<file path="src/rtl/pipe_stage_chain.sv">
// Chain of STAGES enable-gated pipeline registers with valid/ready handshake, bubble collapsing,
// synchronous flush and a registered occupancy count. Define PIPE_STAGE_CHAIN_DATA_RESET_EN to reset data too.
module pipe_stage_chain #(
    parameter int               WIDTH       = 32,
    parameter int               STAGES      = 2,
    parameter logic [WIDTH-1:0] RESET_VALUE = '0
) (
    input  logic                          clk,
    input  logic                          reset,
    input  logic                          flush,
    input  logic                          in_valid,
    output logic                          in_ready,
    input  logic [WIDTH-1:0]              in_data,
    output logic                          out_valid,
    input  logic                          out_ready,
    output logic [WIDTH-1:0]              out_data,
    output logic [$clog2(STAGES+1)-1:0]   occupancy
);
    localparam int OCC_W = $clog2(STAGES + 1);

    logic [STAGES-1:0] valid_q;
    logic [STAGES-1:0] ready;
    logic [STAGES-1:0] up_valid;
    logic [STAGES-1:0] load;
    logic              in_xfer;
    logic              out_xfer;

    // A stage can take a word whenever some stage between it and the consumer has room to move
    always_comb begin
        logic acc;
        acc   = out_ready;
        ready = '0;
        for (int k = STAGES - 1; k >= 0; k--) begin
            acc      = acc | ~valid_q[k];
            ready[k] = acc;
        end
    end

    for (genvar k = 0; k < STAGES; k++) begin : g_stage
        logic [WIDTH-1:0] data_q;
        logic [WIDTH-1:0] src;

        if (k == 0) begin : g_head
            assign up_valid[k] = in_valid;
            assign src         = in_data;
        end else begin : g_body
            assign up_valid[k] = valid_q[k-1];
            assign src         = g_stage[k-1].data_q;
        end

        assign load[k] = ready[k] & up_valid[k] & ~flush;

`ifdef PIPE_STAGE_CHAIN_DATA_RESET_EN
        always_ff @(posedge clk) begin
            if (reset) begin
                data_q <= RESET_VALUE;
            end else if (load[k]) begin
                data_q <= src;
            end
        end
`else
        always_ff @(posedge clk) begin
            if (load[k]) begin
                data_q <= src;
            end
        end
`endif
    end

`ifndef PIPE_STAGE_CHAIN_DATA_RESET_EN
    // RESET_VALUE only matters when the data registers are reset
    logic [WIDTH-1:0] unused_reset_value;
    assign unused_reset_value = RESET_VALUE;
`endif

    always_ff @(posedge clk) begin
        if (reset || flush) begin
            valid_q <= '0;
        end else begin
            for (int k = 0; k < STAGES; k++) begin
                if (load[k]) begin
                    valid_q[k] <= 1'b1;
                end else if (ready[k]) begin
                    valid_q[k] <= 1'b0;
                end
            end
        end
    end

    assign in_ready  = ready[0] & ~flush;
    assign out_valid = valid_q[STAGES-1] & ~flush;
    assign out_data  = g_stage[STAGES-1].data_q;
    assign in_xfer   = in_valid & in_ready;
    assign out_xfer  = out_valid & out_ready;

    always_ff @(posedge clk) begin
        if (reset || flush) begin
            occupancy <= '0;
        end else if (in_xfer && !out_xfer) begin
            occupancy <= occupancy + OCC_W'(1);
        end else if (!in_xfer && out_xfer) begin
            occupancy <= occupancy - OCC_W'(1);
        end
    end

endmodule

</file>
<file path="config.mk">
export PLATFORM = sky130hd
export DESIGN_NAME = pipe_stage_chain
export DESIGN_NICKNAME = d
export VERILOG_FILES = /design/src/rtl/pipe_stage_chain.sv
export SDC_FILE = /design/constraint.sdc
export NUM_CORES = 1
export LEC_CHECK = 0
export ABC_AREA = 1
export CORE_MARGIN = 5
export CORE_UTILIZATION = 44
export DETAILED_ROUTE_END_ITERATION = 12
export PLACE_DENSITY = 0.88
export SKIP_LAST_GASP = 1
export SLEW_MARGIN = 25
export SYNTH_ARGS = -nofsm -noshare
export SYNTH_HDL_FRONTEND = slang
export SYNTH_SLANG_ARGS = --single-unit
export TNS_END_PERCENT = 20
</file>
<file path="constraint.sdc">
create_clock -name clk -period 3.07 [get_ports clk]
set_clock_uncertainty 0.15 [all_clocks]
set_input_delay 0.307 -clock clk [delete_from_list [all_inputs] [get_ports clk]]
set_output_delay 0.307 -clock clk [all_outputs]
set_load 0.005 [all_outputs]
</file>
---- Word-level counts from Yosys, hierarchy flattened ----
Cells that the tools add are included.
W data, S select, Z words.
storage, ports and cells
  bits in registers ....................... 68
  output and inout bits ................... 36
operators by class
  add/subtract/negate cells ............... 2
  reduce and logical (&&, ||, !) cells .... 8
  mux-type cells .......................... 6
  bitwise gates (word level) .............. 13
operators by type and width
  operator               count
  $and A1 B1 Y1          8
  $reduce_bool A2 Y1     3
  $mux W1                4
  $mux W2                2
  $not A1 Y1             3
  $add A2 B1 Y2 const B  1
  $logic_and A1 B1 Y1    2
  $logic_not A1 Y1       2
  $or A1 B1 Y1           2
  $sub A2 B1 Y2 const B  1
  $logic_or A1 B1 Y1     1

---- Depth between registers and ports, before layout ----
Gate-level depths: netlist of the first run.
  depth after elaboration ................. 9
  mapped depth ............................ 12

---- Least setup slack after synthesis of the first run ----
No wires, ideal clock.
  kind .................................... register to register
  start ................................... register valid_q[1]
  end ..................................... register g_stage[0].data_q[0] (enable)
  cell stages (with the launch flop) ...... 6
  period minus slack after synthesis ...... 2.458 ns
  path slack .............................. 0.612 ns
  data arrival time ....................... 1.887 ns
  cells stage by stage .................... dfxtp_1 -> inv_1 -> nor2_1 -> nand2_1 -> nand2_1 -> nor2_1
between the ends
  longest elaborated chain between the ends .. 5
RTL lines
  what                               line  source
  from (decl)                        21    logic [STAGES-1:0] valid_q;
  from (signal assigned)             78    valid_q <= '0;
  from (signal, indexed assignment)  82    valid_q[k] <= 1'b1;
  from (signal, indexed assignment)  84    valid_q[k] <= 1'b0;
  $not A1 Y1                         34    acc = acc | ~valid_q[k];
  $or A1 B1 Y1 (2 in a row)          34
  $and A1 B1 Y1 (2 in a row)         51    assign load[k] = ready[k] & up_valid[k] & ~flush;
  named net load[0]                  24    logic [STAGES-1:0] load;
  to (signal assigned)               64    data_q <= src;
  to (decl)                          40    logic [WIDTH-1:0] data_q;
The timed path passes the listed nets, and every way through them passes these cells.
A chain may end at the register's enable or synchronous reset.

---- Final worst setup path of the first run ----
  start ................................... input port out_ready
  end ..................................... output port in_ready
between the ends
  longest elaborated chain between the ends .. 3
RTL lines
  what                       line  source
  from (decl)                15    input logic out_ready,
  $or A1 B1 Y1 (2 in a row)  34
  $and A1 B1 Y1              90    assign in_ready = ready[0] & ~flush;
  to (decl)                  12    output logic in_ready,
No other way between the ends.

==> flow_summary.json, run 1 <==
{
  "firstDrtPassIters": 4,
  "place_ws_ns": 0.874,
  "grt_use_total_pct": 13.7,
  "cellLeakagePower_nw": 1.08,
  "clockRootBuffer": "clkbuf_8",
  "max_slew_margin_pct": 72.9,
  "wl_met1_um": 1500,
  "synthXorXnorAreaFrac_pct": 0,
  "synth_top_area_share_pct": 89.5,
  "highest_layer": "met4",
  "num_io_pins": 73,
  "numCtsBuffers": 9,
  "grt_pass1_wl_um": 6130,
  "drt-wirelength-per-cell_um": 15.6,
  "rsz0062_at_grt": "no",
  "final_area_sq_um": 3130,
  "seq_area_frac_synth_pct": 93.2,
  "worst_pin_slew_ns": 0.407,
  "cts_resized": 0,
  "worst_slack_ns": 0.882,
  "async_flop_share_pct": 0,
  "crit_arrival_ns": 1.73,
  "port_buffers": 72,
  "yosys.area.top_type": "edfxtp_1",
  "hpwl_um": 2990,
  "synth-seq-cells": 68,
  "path_max_fanout": 3,
  "htree_levels": 3,
  "die_h_um": 79.9,
  "fin_nets": 225,
  "place_congestion": 0.725,
  "route.met3.wl_um": 355,
  "clockBufferDepth": 2,
  "start_kind": "input port",
  "fin_crit_sh_pct": 71.3,
  "clock_latency_ns": 0.31,
  "first_iter_violations": 50,
  "hp-class": "reg2reg",
  "die_width_um": 79.9,
  "vdd_drop_max_uv": 237,
  "ys_top_cells_by_area": "edfxtp_1, dfxtp_1, inv_1, nand2_1, nor2_1",
  "viasPerCell": 4.44,
  "wl_met2_um": 2150,
  "synth_top_family_by_area": "simple AND/OR/NAND/NOR gates",
  "final_layout_size_suffix_gt1_share_pct": 9.38,
  "dpl-instance-area_sq_um": 2980,
  "p_per_area_nw_per_um2": 546,
  "drv_cap": 0,
  "postCtsSetupBuffers": 0,
  "synth-compound-area-share_pct": 0.466,
  "ctsHoldBuffers": 0,
  "core_area_sq_um": 4720,
  "status": "completed",
  "routed_wirelength_um": 4040,
  "tns_ns": 0,
  "grt_pass1_vias": 1204,
  "clk_pin_slew_ns": 0.07,
  "slew_violations": 0,
  "crit_required_ns": 2.61,
  "yosysWarningCount": 0,
  "setup_viol_count_final": 0,
  "syn_inst": 102,
  "yosys.cell_types.count": 11,
  "synthSimpleGateAreaFrac_pct": 3.96,
  "diodes": 0,
  "grt_max_degree": 33,
  "synth_area_sq_um": 2150,
  "clkSinkCount": 68,
  "synth.avg_cell_area_sq_um": 21.0,
  "grt_overflow": 0,
  "vias": 1149,
  "yosys-top-cells-count": "edfxtp_1, inv_1, nand2_1, nor2_1, dfxtp_1",
  "synthMuxAreaShare_pct": 0,
  "critPathKind": "in2out",
  "antenna_found_initial": 0,
  "postRouteAntennaNets": 0,
  "synth_fa_ha_area_share_pct": 0.583,
  "finalHoldViolations": 0,
  "start_util_pct": 45.5,
  "cts_tree": "yes",
  "synth_edf_count": 64,
  "dieArea_sq_um": 6380,
  "yosysMostFrequentCell": "edfxtp_1",
  "synth_flop_cell": "edfxtp_1",
  "final.min_clock_period_ns": 2.19,
  "finalHoldWorstSlack_ns": 0.267,
  "fill_cells": 325,
  "fmax_ghz": 0.457,
  "endpoint_kind": "primary output",
  "drc": 0,
  "syn_nets": 140,
  "synthToLayoutAreaGrowth_pct": 45.8,
  "row_count": 25
}
==> kinds of logic (layout without fill, tap and decap cells) <==
logic type | count (synthesis) | count (layout)
AND/OR/NAND/NOR | 21 | 21
buffers and inverters | 10 | 100
AO/OA/AOI/OAI | 2 | 2
flip-flops | 68 | 68
adder cells (fa/ha/maj) | 1 | 1
==> flip-flops by register name, indices dropped and copies added (netlist names) <==
register	cells
g_stage.data_q	32
occupancy	2
out_data	32
valid_q	2
==> cells in the final DEF, fill, tap and decap left out, types with 2 or more instances in the layout <==
master           Yosys  layout
a21oi_1              2       2
nand2_1              9       9
buf_4                0       2
inv_1                9       9
clkbuf_8             0       9
nor2_1               9       7
clkbuf_1             0       3
dfxtp_1              4       4
edfxtp_1            64      64
clkdlybuf4s50_1      0      72
clkinv_2             0       3
==> layout make-up <==
type	count	area [sq um]	area share, %
clock buffer	12	135	4.32
inverter	10	37.5	1.20
timing repair buffer	74	736	23.5
tap	67	83.8	2.68
multi-input combinational	24	118	3.76
sequential	68	2000	63.9
clock inverter	4	18.8	0.600
==> worst max-delay path, cell delays in order <==
cell,delay (ns)
clkdlybuf4s50_1,0.43
nor2_1,0.22
nand2_1,0.10
nand2_1,0.17
inv_1,0.06
clkdlybuf4s50_1,0.44
==> stage by stage <==
stage / power (mW) / instances / util [%]
floorplan: 1.09 / 102 / -
global placement: 1.16 / 243 / 63.0
detailed placement: 1.17 / 243 / 63.0
CTS: 1.73 / 259 / 66.3
global route: 1.79 / 259 / 66.3
finish: 1.71 / 259 / 66.3
==> metal layers <==
layer | vias up | track usage (%)
met4 | 0 | 6.08
met2 | 52 | 24.3
li1 | 542 | -
met3 | 4 | 6.55
met5 | - | 0
met1 | 551 | 13.4
==> worst paths after layout <==
check | startpoint | to | slack [ns] | depth (start not counted)
worst max-delay path | out_ready | in_ready | 0.88 | 6
worst min-delay path | g_stage[0].data_q[0] | out_data[0] | 0.27 | 0
worst max register to register | valid_q[1] | occupancy[1] | 1.32 | 11
worst min register to register | g_stage[0].data_q[0] | out_data[0] | 0.27 | 0
==> where the power goes <==
part           switching (mW)  internal [mW]
Clock                   0.278          0.287
Combinational          0.0329         0.0592
Sequential            0.00791           1.04
Note: power is estimated with default switching activity, not from simulation.
==> inputs of run 2 (changes only) <==
--- a/config.mk
+++ b/config.mk
@@ -7,9 +7,9 @@
 export LEC_CHECK = 0
 export ABC_AREA = 1
 export CORE_MARGIN = 5
-export CORE_UTILIZATION = 44
+export CORE_UTILIZATION = 40
 export DETAILED_ROUTE_END_ITERATION = 12
-export PLACE_DENSITY = 0.88
+export PLACE_DENSITY = 0.85
 export SKIP_LAST_GASP = 1
 export SLEW_MARGIN = 25
 export SYNTH_ARGS = -nofsm -noshare
==> constraint.sdc (replaced) <==
create_clock -name clk -period 1.8 [get_ports clk]
set_clock_uncertainty 0.15 [all_clocks]
set_input_delay 0.18 -clock clk [delete_from_list [all_inputs] [get_ports clk]]
set_output_delay 0.18 -clock clk [all_outputs]
set_load 0.005 [all_outputs]
==> run 2 against run 1 <==
Die area rose by 8.7%. First-iteration DRC count is 24% lower. Global-route usage is 2.5 points lower. Core utilization down 3.2 points. Sequential power up 70%.
==> flow_summary.json, run 2 (synthesis results as in run 1) <==
{
  "cpLargestDelayFamily": "buffers and inverters",
  "final.min_clock_period_ns": 1.67,
  "clockBufferDepth": 2,
  "finalPower_mw": 3.21,
  "critPathKind": "reg2out",
  "pwr-share-clk_pct": 38.9,
  "swShare_pct": 17.4,
  "clockRootBuffer": "clkbuf_8",
  "num_io_pins": 73,
  "hp-class": "in2reg",
  "numCtsBuffers": 9,
  "crit_arrival_ns": 1.34,
  "cp_slowest_cell": "clkdlybuf4s50_1",
  "path_cells": "inv_1, nor2_1, clkdlybuf4s50_1",
  "fmax_ghz": 0.597,
  "crit_required_ns": 1.47,
  "postRouteAntennaNets": 0,
  "hpwl_um": 2670,
  "p_per_area_nw_per_um2": 984,
  "cts_tree": "yes",
  "endpoint_kind": "primary output",
  "status": "completed",
  "place_congestion": 0.744,
  "htree_levels": 3,
  "path_max_fanout": 2,
  "grt_max_degree": 33,
  "die_width_um": 83.3,
  "final_common_cell": "clkdlybuf4s50_1",
  "max_slew_margin_pct": 89.2,
  "setup_viol_count_final": 0,
  "core_area_sq_um": 5170,
  "drv_cap": 0,
  "total_switching_power_mw": 0.560,
  "fin_nets": 230,
  "drc": 0,
  "grt_pass1_wl_um": 5610,
  "vdd_drop_max_uv": 653,
  "worst-path-buf-inv": 2,
  "combinationalPowerShare_pct": 5.2,
  "cpPeakStageDelay_ns": 0.52,
  "grt_pass1_vias": 1136,
  "ctsHoldBuffers": 0,
  "synthToLayoutAreaGrowth_pct": 51.9,
  "first_iter_violations": 38,
  "viasPerCell": 4.17,
  "final_cell_mix": "clkdlybuf4s50_1, edfxtp_1, inv_1, clkbuf_8, nand2_1",
  "drt-wirelength-per-cell_um": 13.5,
  "grt_use_total_pct": 11.2,
  "clk_pin_slew_ns": 0.07,
  "worst_slack_ns": 0.126,
  "worst_pin_slew_ns": 0.162,
  "slew_violations": 0,
  "final_layout_size_suffix_gt1_share_pct": 13.8,
  "clock_latency_ns": 0.33,
  "place_ws_ns": -0.101,
  "intPower_mw": 2.65,
  "start_kind": "register",
  "row_count": 26,
  "firstDrtPassIters": 4,
  "finalHoldViolations": 0,
  "rsz0062_at_grt": "no",
  "die_h_um": 83.3,
  "start_util_pct": 41.5,
  "grt_overflow": 0,
  "fin_crit_sh_pct": 93.0,
  "seq_power_share_pct": 55.9,
  "dieArea_sq_um": 6930,
  "cellLeakagePower_nw": 1.14,
  "antenna_found_initial": 0,
  "routed_wirelength_um": 3600,
  "diodes": 0,
  "clkSinkCount": 68,
  "rrSetupSlack_ns": 0.20,
  "port_buffers": 72,
  "vias": 1109
}
==> run 2: layer usage <==
metal	GRT usage, %	vias to the layer above	wire, um
met1	12.0	492	1430
li1	-	550	-
met4	8.92	0	80
met5	0	-	0
met2	17.5	59	1760
met3	4.46	8	328
==> run 2: layout make-up <==
class | instances | area (sq um)
Tap cell | 70 | 87.6
Fill cell | 366 | 1910
Clock inverter | 6 | 80.1
Sequential cell | 68 | 2000
Inverter | 10 | 37.5
Timing Repair Buffer | 79 | 801
Multi-Input combinational cell | 24 | 130
Clock buffer | 9 | 124
==> run 2: stage by stage <==
step	hold WS, ns	util, %	instance area [sq um]	instances	TNS [ns]
finish	0.253	63.1	3260	266	0
global route	0.231	63.1	3260	266	0
CTS	0.231	63.0	3260	266	0
detailed placement	0.255	58.8	3040	250	-0.101
global placement	0.250	58.8	3040	250	0
floorplan	0.129	-	2160	102	-0.0530
==> run 2: worst paths after layout <==
check,end,depth (start not counted),start
hold / removal,g_stage[0].data_q[19],1,in_data[19]
setup / recovery,out_valid,3,valid_q[1]
hold reg to reg,out_data[17],0,g_stage[0].data_q[17]
setup reg to reg,occupancy[1],11,valid_q[1]
==> run 2: power by group through the flow <==
stage / Combinational, mW / Sequential [mW] / Clock, mW
6_report: 0.168 / 1.79 / 1.25
5_1_grt: 0.181 / 1.80 / 1.36
4_1_cts: 0.171 / 1.79 / 1.29
3_5_place_dp: 0.169 / 1.83 / 0
3_3_place_gp: 0.164 / 1.82 / 0
2_1_floorplan: 0.0346 / 1.83 / 0
==> run 2: what timing repair did <==
action	4_1_cts	5_1_grt
hold endpoints to repair	0	0
gates cloned	0	0
setup endpoints to repair	1	1
pin swaps	1	1
gates resized for setup	2	2
buffers inserted	1	0
